File: src/rtl/vga_pkg.sv
// -----------------------------------------------------------------------------
// vga_pkg
// Shared definitions for the VGA test-pattern generator:
//   - pattern mode encodings as driven on i_Mode
//   - the eight primary colours as 1-bit-per-channel {r,g,b} values; the
//     generator expands each bit to a full-width channel (0 or all ones)
//   - default 640x480@60 timing constants
//   - colour-bar lookup (bar index -> colour)
// -----------------------------------------------------------------------------
package vga_pkg;

  typedef enum logic [3:0] {
    MODE_BLACK = 4'd0,
    MODE_RED   = 4'd1,
    MODE_GREEN = 4'd2,
    MODE_BLUE  = 4'd3,
    MODE_WHITE = 4'd4,
    MODE_BARS  = 4'd5,
    MODE_CHECK = 4'd6,
    MODE_BOX   = 4'd7
  } mode_e;

  // {red, green, blue}, one bit each
  typedef logic [2:0] rgb1_t;

  localparam rgb1_t RGB_BLACK   = 3'b000;
  localparam rgb1_t RGB_BLUE    = 3'b001;
  localparam rgb1_t RGB_GREEN   = 3'b010;
  localparam rgb1_t RGB_CYAN    = 3'b011;
  localparam rgb1_t RGB_RED     = 3'b100;
  localparam rgb1_t RGB_MAGENTA = 3'b101;
  localparam rgb1_t RGB_YELLOW  = 3'b110;
  localparam rgb1_t RGB_WHITE   = 3'b111;

  localparam int DEF_COLOR_W    = 8;
  localparam int DEF_CNT_W      = 10;
  localparam int DEF_H_ACTIVE   = 640;
  localparam int DEF_H_FP       = 16;
  localparam int DEF_H_SYNC     = 96;
  localparam int DEF_H_BP       = 48;
  localparam int DEF_V_ACTIVE   = 480;
  localparam int DEF_V_FP       = 10;
  localparam int DEF_V_SYNC     = 2;
  localparam int DEF_V_BP       = 33;
  localparam int DEF_CHECK_LOG2 = 5;
  localparam int DEF_BOX_SIZE   = 32;

  // Standard SMPTE-like bar order, left to right
  function automatic rgb1_t bar_color(input logic [2:0] idx);
    rgb1_t c;
    case (idx)
      3'd0:    c = RGB_WHITE;
      3'd1:    c = RGB_YELLOW;
      3'd2:    c = RGB_CYAN;
      3'd3:    c = RGB_GREEN;
      3'd4:    c = RGB_MAGENTA;
      3'd5:    c = RGB_RED;
      3'd6:    c = RGB_BLUE;
      default: c = RGB_BLACK;
    endcase
    return c;
  endfunction

endpackage

File: src/rtl/vga_timing.sv
// -----------------------------------------------------------------------------
// vga_timing
// Free-running horizontal/vertical raster counters with registered sync,
// active and position outputs.
//
// Ports:
//   CLK            pixel clock
//   i_Rst_N        asynchronous active-low reset
//   o_H_Cnt        raw column counter (pixel being generated this cycle)
//   o_V_Cnt        raw row counter
//   o_Pix_En       high once the raster is running; gates every output register
//   o_Frame_End    high while the counters sit on the last pixel of the frame
//   o_Active_Next  visible-region decode of the raw counters
//   o_H_Sync       registered active-low horizontal sync
//   o_V_Sync       registered active-low vertical sync
//   o_Active       registered visible-region flag
//   o_Col, o_Row   registered position of the output pixel
//   o_Frame_Start  registered pulse with output pixel (0,0)
// -----------------------------------------------------------------------------
module vga_timing
  import vga_pkg::*;
#(
  parameter int CNT_W    = DEF_CNT_W,
  parameter int H_ACTIVE = DEF_H_ACTIVE,
  parameter int H_FP     = DEF_H_FP,
  parameter int H_SYNC   = DEF_H_SYNC,
  parameter int H_BP     = DEF_H_BP,
  parameter int V_ACTIVE = DEF_V_ACTIVE,
  parameter int V_FP     = DEF_V_FP,
  parameter int V_SYNC   = DEF_V_SYNC,
  parameter int V_BP     = DEF_V_BP
) (
  input  logic             CLK,
  input  logic             i_Rst_N,
  output logic [CNT_W-1:0] o_H_Cnt,
  output logic [CNT_W-1:0] o_V_Cnt,
  output logic             o_Pix_En,
  output logic             o_Frame_End,
  output logic             o_Active_Next,
  output logic             o_H_Sync,
  output logic             o_V_Sync,
  output logic             o_Active,
  output logic [CNT_W-1:0] o_Col,
  output logic [CNT_W-1:0] o_Row,
  output logic             o_Frame_Start
);

  localparam int H_TOTAL = H_ACTIVE + H_FP + H_SYNC + H_BP;
  localparam int V_TOTAL = V_ACTIVE + V_FP + V_SYNC + V_BP;

  localparam logic [CNT_W-1:0] ONE      = CNT_W'(1);
  localparam logic [CNT_W-1:0] H_LAST   = CNT_W'(H_TOTAL - 1);
  localparam logic [CNT_W-1:0] V_LAST   = CNT_W'(V_TOTAL - 1);
  localparam logic [CNT_W-1:0] H_ACT    = CNT_W'(H_ACTIVE);
  localparam logic [CNT_W-1:0] V_ACT    = CNT_W'(V_ACTIVE);
  localparam logic [CNT_W-1:0] HS_START = CNT_W'(H_ACTIVE + H_FP);
  localparam logic [CNT_W-1:0] HS_END   = CNT_W'(H_ACTIVE + H_FP + H_SYNC);
  localparam logic [CNT_W-1:0] VS_START = CNT_W'(V_ACTIVE + V_FP);
  localparam logic [CNT_W-1:0] VS_END   = CNT_W'(V_ACTIVE + V_FP + V_SYNC);

  logic             run;
  logic [CNT_W-1:0] h_cnt;
  logic [CNT_W-1:0] v_cnt;
  logic             h_last;
  logic             v_last;

  assign h_last        = (h_cnt == H_LAST);
  assign v_last        = (v_cnt == V_LAST);
  assign o_H_Cnt       = h_cnt;
  assign o_V_Cnt       = v_cnt;
  assign o_Pix_En      = run;
  assign o_Frame_End   = run & h_last & v_last;
  assign o_Active_Next = (h_cnt < H_ACT) && (v_cnt < V_ACT);

  // The raster is held for one cycle after reset release ('run' low), so the
  // first registered pixel (0,0) lands on the second clock edge. Every output
  // register updates on the same enable, keeping sync/active/position aligned
  // with the RGB registers in the parent.
  always_ff @(posedge CLK or negedge i_Rst_N) begin
    if (!i_Rst_N) begin
      run           <= 1'b0;
      h_cnt         <= '0;
      v_cnt         <= '0;
      o_H_Sync      <= 1'b1;
      o_V_Sync      <= 1'b1;
      o_Active      <= 1'b0;
      o_Col         <= '0;
      o_Row         <= '0;
      o_Frame_Start <= 1'b0;
    end else begin
      run <= 1'b1;
      if (run) begin
        if (h_last) begin
          h_cnt <= '0;
          v_cnt <= v_last ? '0 : v_cnt + ONE;
        end else begin
          h_cnt <= h_cnt + ONE;
        end
        o_H_Sync      <= ~((h_cnt >= HS_START) && (h_cnt < HS_END));
        o_V_Sync      <= ~((v_cnt >= VS_START) && (v_cnt < VS_END));
        o_Active      <= o_Active_Next;
        o_Col         <= h_cnt;
        o_Row         <= v_cnt;
        o_Frame_Start <= (h_cnt == '0) && (v_cnt == '0);
      end
    end
  end

endmodule

File: src/rtl/vga_pattern_gen.sv
// -----------------------------------------------------------------------------
// vga_pattern_gen
// Self-timed VGA test-pattern source: solids, colour bars, checkerboard and a
// bouncing box. Mode requests are buffered and switched in only at the frame
// boundary so a frame is never drawn in two patterns.
//
// Ports:
//   CLK            pixel clock
//   i_Rst_N        asynchronous active-low reset
//   i_Mode         requested pattern (see vga_pkg::mode_e; 8-15 draw black)
//   i_Mode_Valid   one-cycle strobe capturing i_Mode into the pending register
//   o_H_Sync       active-low horizontal sync
//   o_V_Sync       active-low vertical sync
//   o_Active       high in the visible region
//   o_Col, o_Row   position of the current output pixel
//   o_Frame_Start  one-cycle pulse with output pixel (0,0)
//   o_Red/Green/Blue  colour channels, zero outside the visible region
// -----------------------------------------------------------------------------
module vga_pattern_gen
  import vga_pkg::*;
#(
  parameter int COLOR_W    = DEF_COLOR_W,
  parameter int CNT_W      = DEF_CNT_W,
  parameter int H_ACTIVE   = DEF_H_ACTIVE,
  parameter int H_FP       = DEF_H_FP,
  parameter int H_SYNC     = DEF_H_SYNC,
  parameter int H_BP       = DEF_H_BP,
  parameter int V_ACTIVE   = DEF_V_ACTIVE,
  parameter int V_FP       = DEF_V_FP,
  parameter int V_SYNC     = DEF_V_SYNC,
  parameter int V_BP       = DEF_V_BP,
  parameter int CHECK_LOG2 = DEF_CHECK_LOG2,
  parameter int BOX_SIZE   = DEF_BOX_SIZE
) (
  input  logic               CLK,
  input  logic               i_Rst_N,
  input  logic [3:0]         i_Mode,
  input  logic               i_Mode_Valid,
  output logic               o_H_Sync,
  output logic               o_V_Sync,
  output logic               o_Active,
  output logic [CNT_W-1:0]   o_Col,
  output logic [CNT_W-1:0]   o_Row,
  output logic               o_Frame_Start,
  output logic [COLOR_W-1:0] o_Red,
  output logic [COLOR_W-1:0] o_Green,
  output logic [COLOR_W-1:0] o_Blue
);

  localparam int CW1 = CNT_W + 1;

  localparam logic [CNT_W-1:0] ONE       = CNT_W'(1);
  localparam logic [CNT_W-1:0] BOX_X_MAX = CNT_W'(H_ACTIVE - BOX_SIZE);
  localparam logic [CNT_W-1:0] BOX_Y_MAX = CNT_W'(V_ACTIVE - BOX_SIZE);
  localparam logic [CNT_W:0]   BOX_SPAN  = CW1'(BOX_SIZE);

  logic [CNT_W-1:0] h_cnt;
  logic [CNT_W-1:0] v_cnt;
  logic             pix_en;
  logic             frame_end;
  logic             active_next;

  logic [3:0]       mode_pend;
  logic [3:0]       mode_cur;

  logic [CNT_W-1:0] box_x;
  logic [CNT_W-1:0] box_y;
  logic             box_dx_neg;
  logic             box_dy_neg;

  logic [2:0]       bar_idx;
  logic             in_box;
  rgb1_t            rgb_sel;

  vga_timing #(
    .CNT_W    (CNT_W),
    .H_ACTIVE (H_ACTIVE),
    .H_FP     (H_FP),
    .H_SYNC   (H_SYNC),
    .H_BP     (H_BP),
    .V_ACTIVE (V_ACTIVE),
    .V_FP     (V_FP),
    .V_SYNC   (V_SYNC),
    .V_BP     (V_BP)
  ) u_timing (
    .CLK           (CLK),
    .i_Rst_N       (i_Rst_N),
    .o_H_Cnt       (h_cnt),
    .o_V_Cnt       (v_cnt),
    .o_Pix_En      (pix_en),
    .o_Frame_End   (frame_end),
    .o_Active_Next (active_next),
    .o_H_Sync      (o_H_Sync),
    .o_V_Sync      (o_V_Sync),
    .o_Active      (o_Active),
    .o_Col         (o_Col),
    .o_Row         (o_Row),
    .o_Frame_Start (o_Frame_Start)
  );

  // First column of bar k: smallest col with col*8/H_ACTIVE >= k
  function automatic logic [CNT_W-1:0] bar_edge(input int k);
    return CNT_W'((k * H_ACTIVE + 7) / 8);
  endfunction

  // A strobe on the frame-end cycle still lands in pending; the current mode
  // takes the old pending value, so that strobe waits for the next frame end.
  always_ff @(posedge CLK or negedge i_Rst_N) begin
    if (!i_Rst_N) begin
      mode_pend <= '0;
      mode_cur  <= '0;
    end else begin
      if (i_Mode_Valid) mode_pend <= i_Mode;
      if (frame_end)    mode_cur  <= mode_pend;
    end
  end

  // Box steps once per frame regardless of mode. At a wall the direction flips
  // and the position holds for that update, giving one repeated frame.
  always_ff @(posedge CLK or negedge i_Rst_N) begin
    if (!i_Rst_N) begin
      box_x      <= '0;
      box_y      <= '0;
      box_dx_neg <= 1'b0;
      box_dy_neg <= 1'b0;
    end else if (frame_end) begin
      if (!box_dx_neg) begin
        if (box_x == BOX_X_MAX) box_dx_neg <= 1'b1;
        else                    box_x      <= box_x + ONE;
      end else begin
        if (box_x == '0) box_dx_neg <= 1'b0;
        else             box_x      <= box_x - ONE;
      end
      if (!box_dy_neg) begin
        if (box_y == BOX_Y_MAX) box_dy_neg <= 1'b1;
        else                    box_y      <= box_y + ONE;
      end else begin
        if (box_y == '0) box_dy_neg <= 1'b0;
        else             box_y      <= box_y - ONE;
      end
    end
  end

  // Pattern colour for the raw counter position; blanking forces black.
  always_comb begin
    bar_idx = '0;
    for (int k = 1; k < 8; k++) begin
      if (h_cnt >= bar_edge(k)) bar_idx = 3'(k);
    end

    in_box = (h_cnt >= box_x) && ({1'b0, h_cnt} < ({1'b0, box_x} + BOX_SPAN)) &&
             (v_cnt >= box_y) && ({1'b0, v_cnt} < ({1'b0, box_y} + BOX_SPAN));

    case (mode_cur)
      MODE_BLACK: rgb_sel = RGB_BLACK;
      MODE_RED:   rgb_sel = RGB_RED;
      MODE_GREEN: rgb_sel = RGB_GREEN;
      MODE_BLUE:  rgb_sel = RGB_BLUE;
      MODE_WHITE: rgb_sel = RGB_WHITE;
      MODE_BARS:  rgb_sel = bar_color(bar_idx);
      MODE_CHECK: rgb_sel = (h_cnt[CHECK_LOG2] ^ v_cnt[CHECK_LOG2]) ? RGB_WHITE : RGB_BLACK;
      MODE_BOX:   rgb_sel = in_box ? RGB_WHITE : RGB_BLUE;
      default:    rgb_sel = RGB_BLACK;
    endcase

    if (!active_next) rgb_sel = RGB_BLACK;
  end

  // Colour registers share the timing block's enable so RGB stays aligned
  // with sync/active/col/row.
  always_ff @(posedge CLK or negedge i_Rst_N) begin
    if (!i_Rst_N) begin
      o_Red   <= '0;
      o_Green <= '0;
      o_Blue  <= '0;
    end else if (pix_en) begin
      o_Red   <= {COLOR_W{rgb_sel[2]}};
      o_Green <= {COLOR_W{rgb_sel[1]}};
      o_Blue  <= {COLOR_W{rgb_sel[0]}};
    end
  end

endmodule

File: config.mk
export PLATFORM = sky130hd
export DESIGN_NAME = vga_pattern_gen
export DESIGN_NICKNAME = d
export VERILOG_FILES = /design/src/rtl/vga_pkg.sv /design/src/rtl/vga_timing.sv /design/src/rtl/vga_pattern_gen.sv
export SDC_FILE = /design/constraint.sdc
export NUM_CORES = 1
export LEC_CHECK = 0
export CAP_MARGIN = 10
export CORE_ASPECT_RATIO = 0.75
export CORE_MARGIN = 3
export CORE_UTILIZATION = 56
export CTS_CLUSTER_DIAMETER = 80
export DETAILED_ROUTE_END_ITERATION = 10
export HOLD_SLACK_MARGIN = 0.06
export PLACE_DENSITY = 0.87
export SKIP_LAST_GASP = 1
export SLEW_MARGIN = 10
export SYNTH_ARGS = -nofsm -noshare
export SYNTH_HDL_FRONTEND = slang
export SYNTH_SLANG_ARGS = --single-unit
File: constraint.sdc
create_clock -name CLK -period 2.57 [get_ports CLK]
set_input_delay 0.257 -clock CLK [delete_from_list [all_inputs] [get_ports CLK]]
set_output_delay 0.257 -clock CLK [all_outputs]
set_load 0.05 [all_outputs]
==> key figures <==
Timing
  • Worst-case clock skew: a little under 5 ps
  • Slew @ Worst Pin: between 900 and 1000 ps
  • RSZ-0062 raised after global routing: no
  • Setup WS post-layout: between 200 and 250 ps
  • Total Neg Setup Slack: 0 ps
  • Fmax achieved: around 430 MHz
  • Fin crit share: 0.903
  • Minimum clock period: between 2000 and 2500 ps
  • Final setup vio count: 0
  • Fin. Hold Viols: 0
  • Slew Viols, Final: 0
  • Rel. slew slack: 0.342

Die
  • Die Y: a little over 90 um
  • Std-Cell Rows: 30
  • Initial core utilization: 0.583
  • Die X: ~120 um
  • DIE AREA: ~11,000 um^2
  • Io pins: 55
  • Core region area: 9160 um^2

Critical path
  • Crit path DAT: approximately 2500 ps
  • Crit-path max cell delay: approximately 630 ps
  • CP Capture Type: flip-flop
  • Critical Path RT: between 2000 and 3000 ps
  • Critical path buffers and inverters: 0
  • Critical-path cell list: ha_1, and3_1, a221oi_1, nor2b_1, o21ai_0, xnor2_1, o21ai_1
  • Largest delay share family, worst path: flip-flops
  • CP max FO: 15
  • Critical path class: reg -> reg
  • Startpoint class of the critical path: flip-flop
  • Slowest-stage cell, CP: dfrtp_1

GRT
  • Total grt overflow: 0
  • Pin count of the biggest net entering global routing: a little under 80
  • Initial antenna violation count: 0
  • Vias in the first global route: around 4,500
  • First-pass GRT wire length: roughly 22 mm
  • Gr usage total: 0.248

Synthesis
  • Register area share after synthesis: 0.366
  • Synth top area cells: dfrtp_1, ha_1, mux2_2
  • Post-synthesis async set-or-reset flop share: 1.00
  • Main combinational cell family by area after synthesis: simple AND/OR/NAND/NOR gates
  • Mux cell area share after synthesis: 0.0619
  • Synth warn: 0
  • Syn avg cell area: 9.74 um^2
  • Primary FF master, synth: dfrtp_1
  • Post-synthesis simple-gate area fraction: 0.165
  • Post-synth EDFFs: 0
  • Yosys top cell by area: dfrtp_1
  • Synth Net Count: 609
  • Area share of fa/ha/maj cells after synthesis: 0.131
  • Yosys reg bits: roughly 80
  • Yosys top cell area share: 0.356
  • Yosys cell types: between 60 and 70
  • Synthesized cell area: ~5300 um^2
  • Area share of xor/xnor cells in the synthesized design: 0.0575
  • Compound-Gate Fraction of Synth Area: 0.142
  • Gate Count Post-Synth: 548

Finish
  • Layout cells sized above 1: 0.132
  • Ant diodes: 0
  • Post-Layout Cell Count: between 700 and 800
  • Post-route cell area: 6170 um^2
  • Layout area overhead: 15.6%
  • Final net count: 646

Clocking
  • Clock Sinks: just under 80
  • Max clock buf depth: 2
  • Num CTS Buffers: 9
  • H-tree lvl count: 3
  • Worst skew pair latency: ~340 ps
  • Postcts setup bufs: 0
  • CTS tree: built
  • Clock Pin Slew Worst Setup and Hold Paths: around 70 ps
  • CTS-repair resized insts: 0
  • Hold_buf cts: 0
  • Clock root buffer: clkbuf_16

Placement
  • Place WS: ~240 ps
  • PortBufs: 54
  • Routability cong.: approximately 0.93
  • Post-detail-place hpwl: between 9 and 10 mm
  • Cells after DPL: 702
  • Placed cell areas: roughly 6000 um^2

Routing
  • Via density per instance: roughly 6
  • DRT Pass-1 Iters: 6
  • DR vias: ~4,400
  • Final WL: approximately 13 mm
  • DR DRC count: 0
  • Avg WL per Cell: about 18 um
  • ANT nets after route: 0
  • Initial DRC Count: 300

Pwr
  • Total power: between 3000 and 4000 uW
  • Peak VDD IR: ~0.00066 V
  • Pleak: between 0.002 and 0.003 uW
  • Pwr dens: approximately 560 nW/um^2

Worst hold path
  • Hold Path Class: in -> async

Outcome
  • Status: complete, no violations

Flow run
  • Max cap viols: 0
-- layout make-up --
type,count,area (um^2)
Fill cell,665,2990
Timing Repair Buffer,65,621
Tap cell,128,160
Clock buffer,9,225
Multi-Input combinational cell,392,2980
Clock inverter,7,78.8
Sequential cell,78,1950
Inverter,39,146
-- layer usage --
metal | wire (um) | vias up | global-route usage | share of wire
met1 | 5520 | 2105 | 0.323 | 0.42
li1 | - | 2032 | - | -
met5 | 0 | - | 0 | 0
met4 | 449 | 0 | 0.100 | 0.035
met3 | 1040 | 56 | 0.0639 | 0.080
met2 | 5980 | 238 | 0.398 | 0.46
-- cell families after synthesis --
group           after synthesis
mux                          29
simple gates                157
buf+inv                      78
compound gates              115
flops                        78
fa+ha+maj                    55
xor+xnor                     35
other cells                   1
-- path summary, 6_finish.rpt --
kind	from	end	slack [ps]	depth (start not counted)
min in group CLK	u_timing.o_H_Sync$_DFFE_PN1P_	u_timing.o_H_Sync$_DFFE_PN1P_	500	2
hold reg to reg	u_timing.o_H_Sync$_DFFE_PN1P_	u_timing.o_H_Sync$_DFFE_PN1P_	500	2
hold / removal	i_Rst_N	u_timing.o_Col[6]$_DFFE_PN0P_	90	1
setup reg to reg	box_dx_neg$_DFFE_PN0P_	box_x[7]$_DFFE_PN0P_	250	7
max in group asynchronous	i_Rst_N	box_y[2]$_DFFE_PN0P_	1860	1
setup / recovery	box_dx_neg$_DFFE_PN0P_	box_x[7]$_DFFE_PN0P_	250	7
-- report_power, final --
part           switching, uW  total, uW  leakage (uW)  internal (uW)
clock network            567       1330      0.000151            765
logic                    425        693       0.00153            268
registers                107       1420       0.00105           1320
-- through the flow --
stage / utilization / hold slack, ps
finish: 0.673 / 85.7
global placement: 0.640 / 475
global route: 0.673 / 166
floorplan: - / -38.6
CTS: 0.673 / 126
detailed placement: 0.640 / 482
-- worst register-to-register path, cell delays in order, from the launching register on --
cell,delay [ps]
dfrtp_1,630
ha_1,380
and3_1,190
a221oi_1,340
nor2b_1,280
o21ai_0,160
xnor2_1,160
o21ai_1,70
-- synthesized netlist by cell type (all sizes together) (2+ instances only) --
library cell and instances:
a21o 7, dfstp 2, a221oi 2, a21oi 22
or4 4, a31oi 4, fa 2, nand2 37
o211ai 7, xnor2 23, and3 8, nor3 10
clkbuf 13, a41oi 4, mux2 29, nor2b 10
dfrtp 76, xor2 12, nand4 9, or3 6
and2 4, inv 39, nand3 23, o21a 7
a2bb2oi 2, nor4 8, ha 52, a311oi 3
nand4b 2, buf 26, a21boi 3, o31ai 5
nand2b 3, o21ai 36, nor2 27, a2111oi 4
-- placed cells by master (no fill, tap or decap), types with 4 or more instances in the layout --
cell             instances
xor2_1                  12
o31ai_1                  5
or3_1                    5
o21ai_0                 29
inv_1                   38
nor2b_1                 10
o211ai_1                 7
buf_4                   12
dfrtp_1                 76
a41oi_1                  4
a31oi_1                  4
nand2_1                 36
a21oi_1                 22
or4_1                    4
o21a_1                   7
clkdlybuf4s50_1         53
o21ai_1                  7
nor3_1                  10
xnor2_1                 23
nor4_1                   5
and3_1                   8
nand3_1                 23
nand4_1                  8
a21o_1                   6
clkbuf_16                9
mux2_2                  28
ha_1                    52
nor2_1                  24
-- state kept, by name (all words and copies together), names as in the netlist --
name and flops:
u_timing.o_Row 10, box_x 10, u_timing.o_Active 1, u_timing.o_V_Sync 1
box_y 10, o_Blue 1, u_timing.o_Col 10, mode_pend 4
o_Green 1, box_dy_neg 1, o_Red 1, u_timing.o_H_Cnt 10
box_dx_neg 1, u_timing.o_V_Cnt 10, u_timing.o_H_Sync 1, u_timing.o_Frame_Start 1
mode_cur 4, u_timing.o_Pix_En 1
Power figures use the tool's default switching activity.
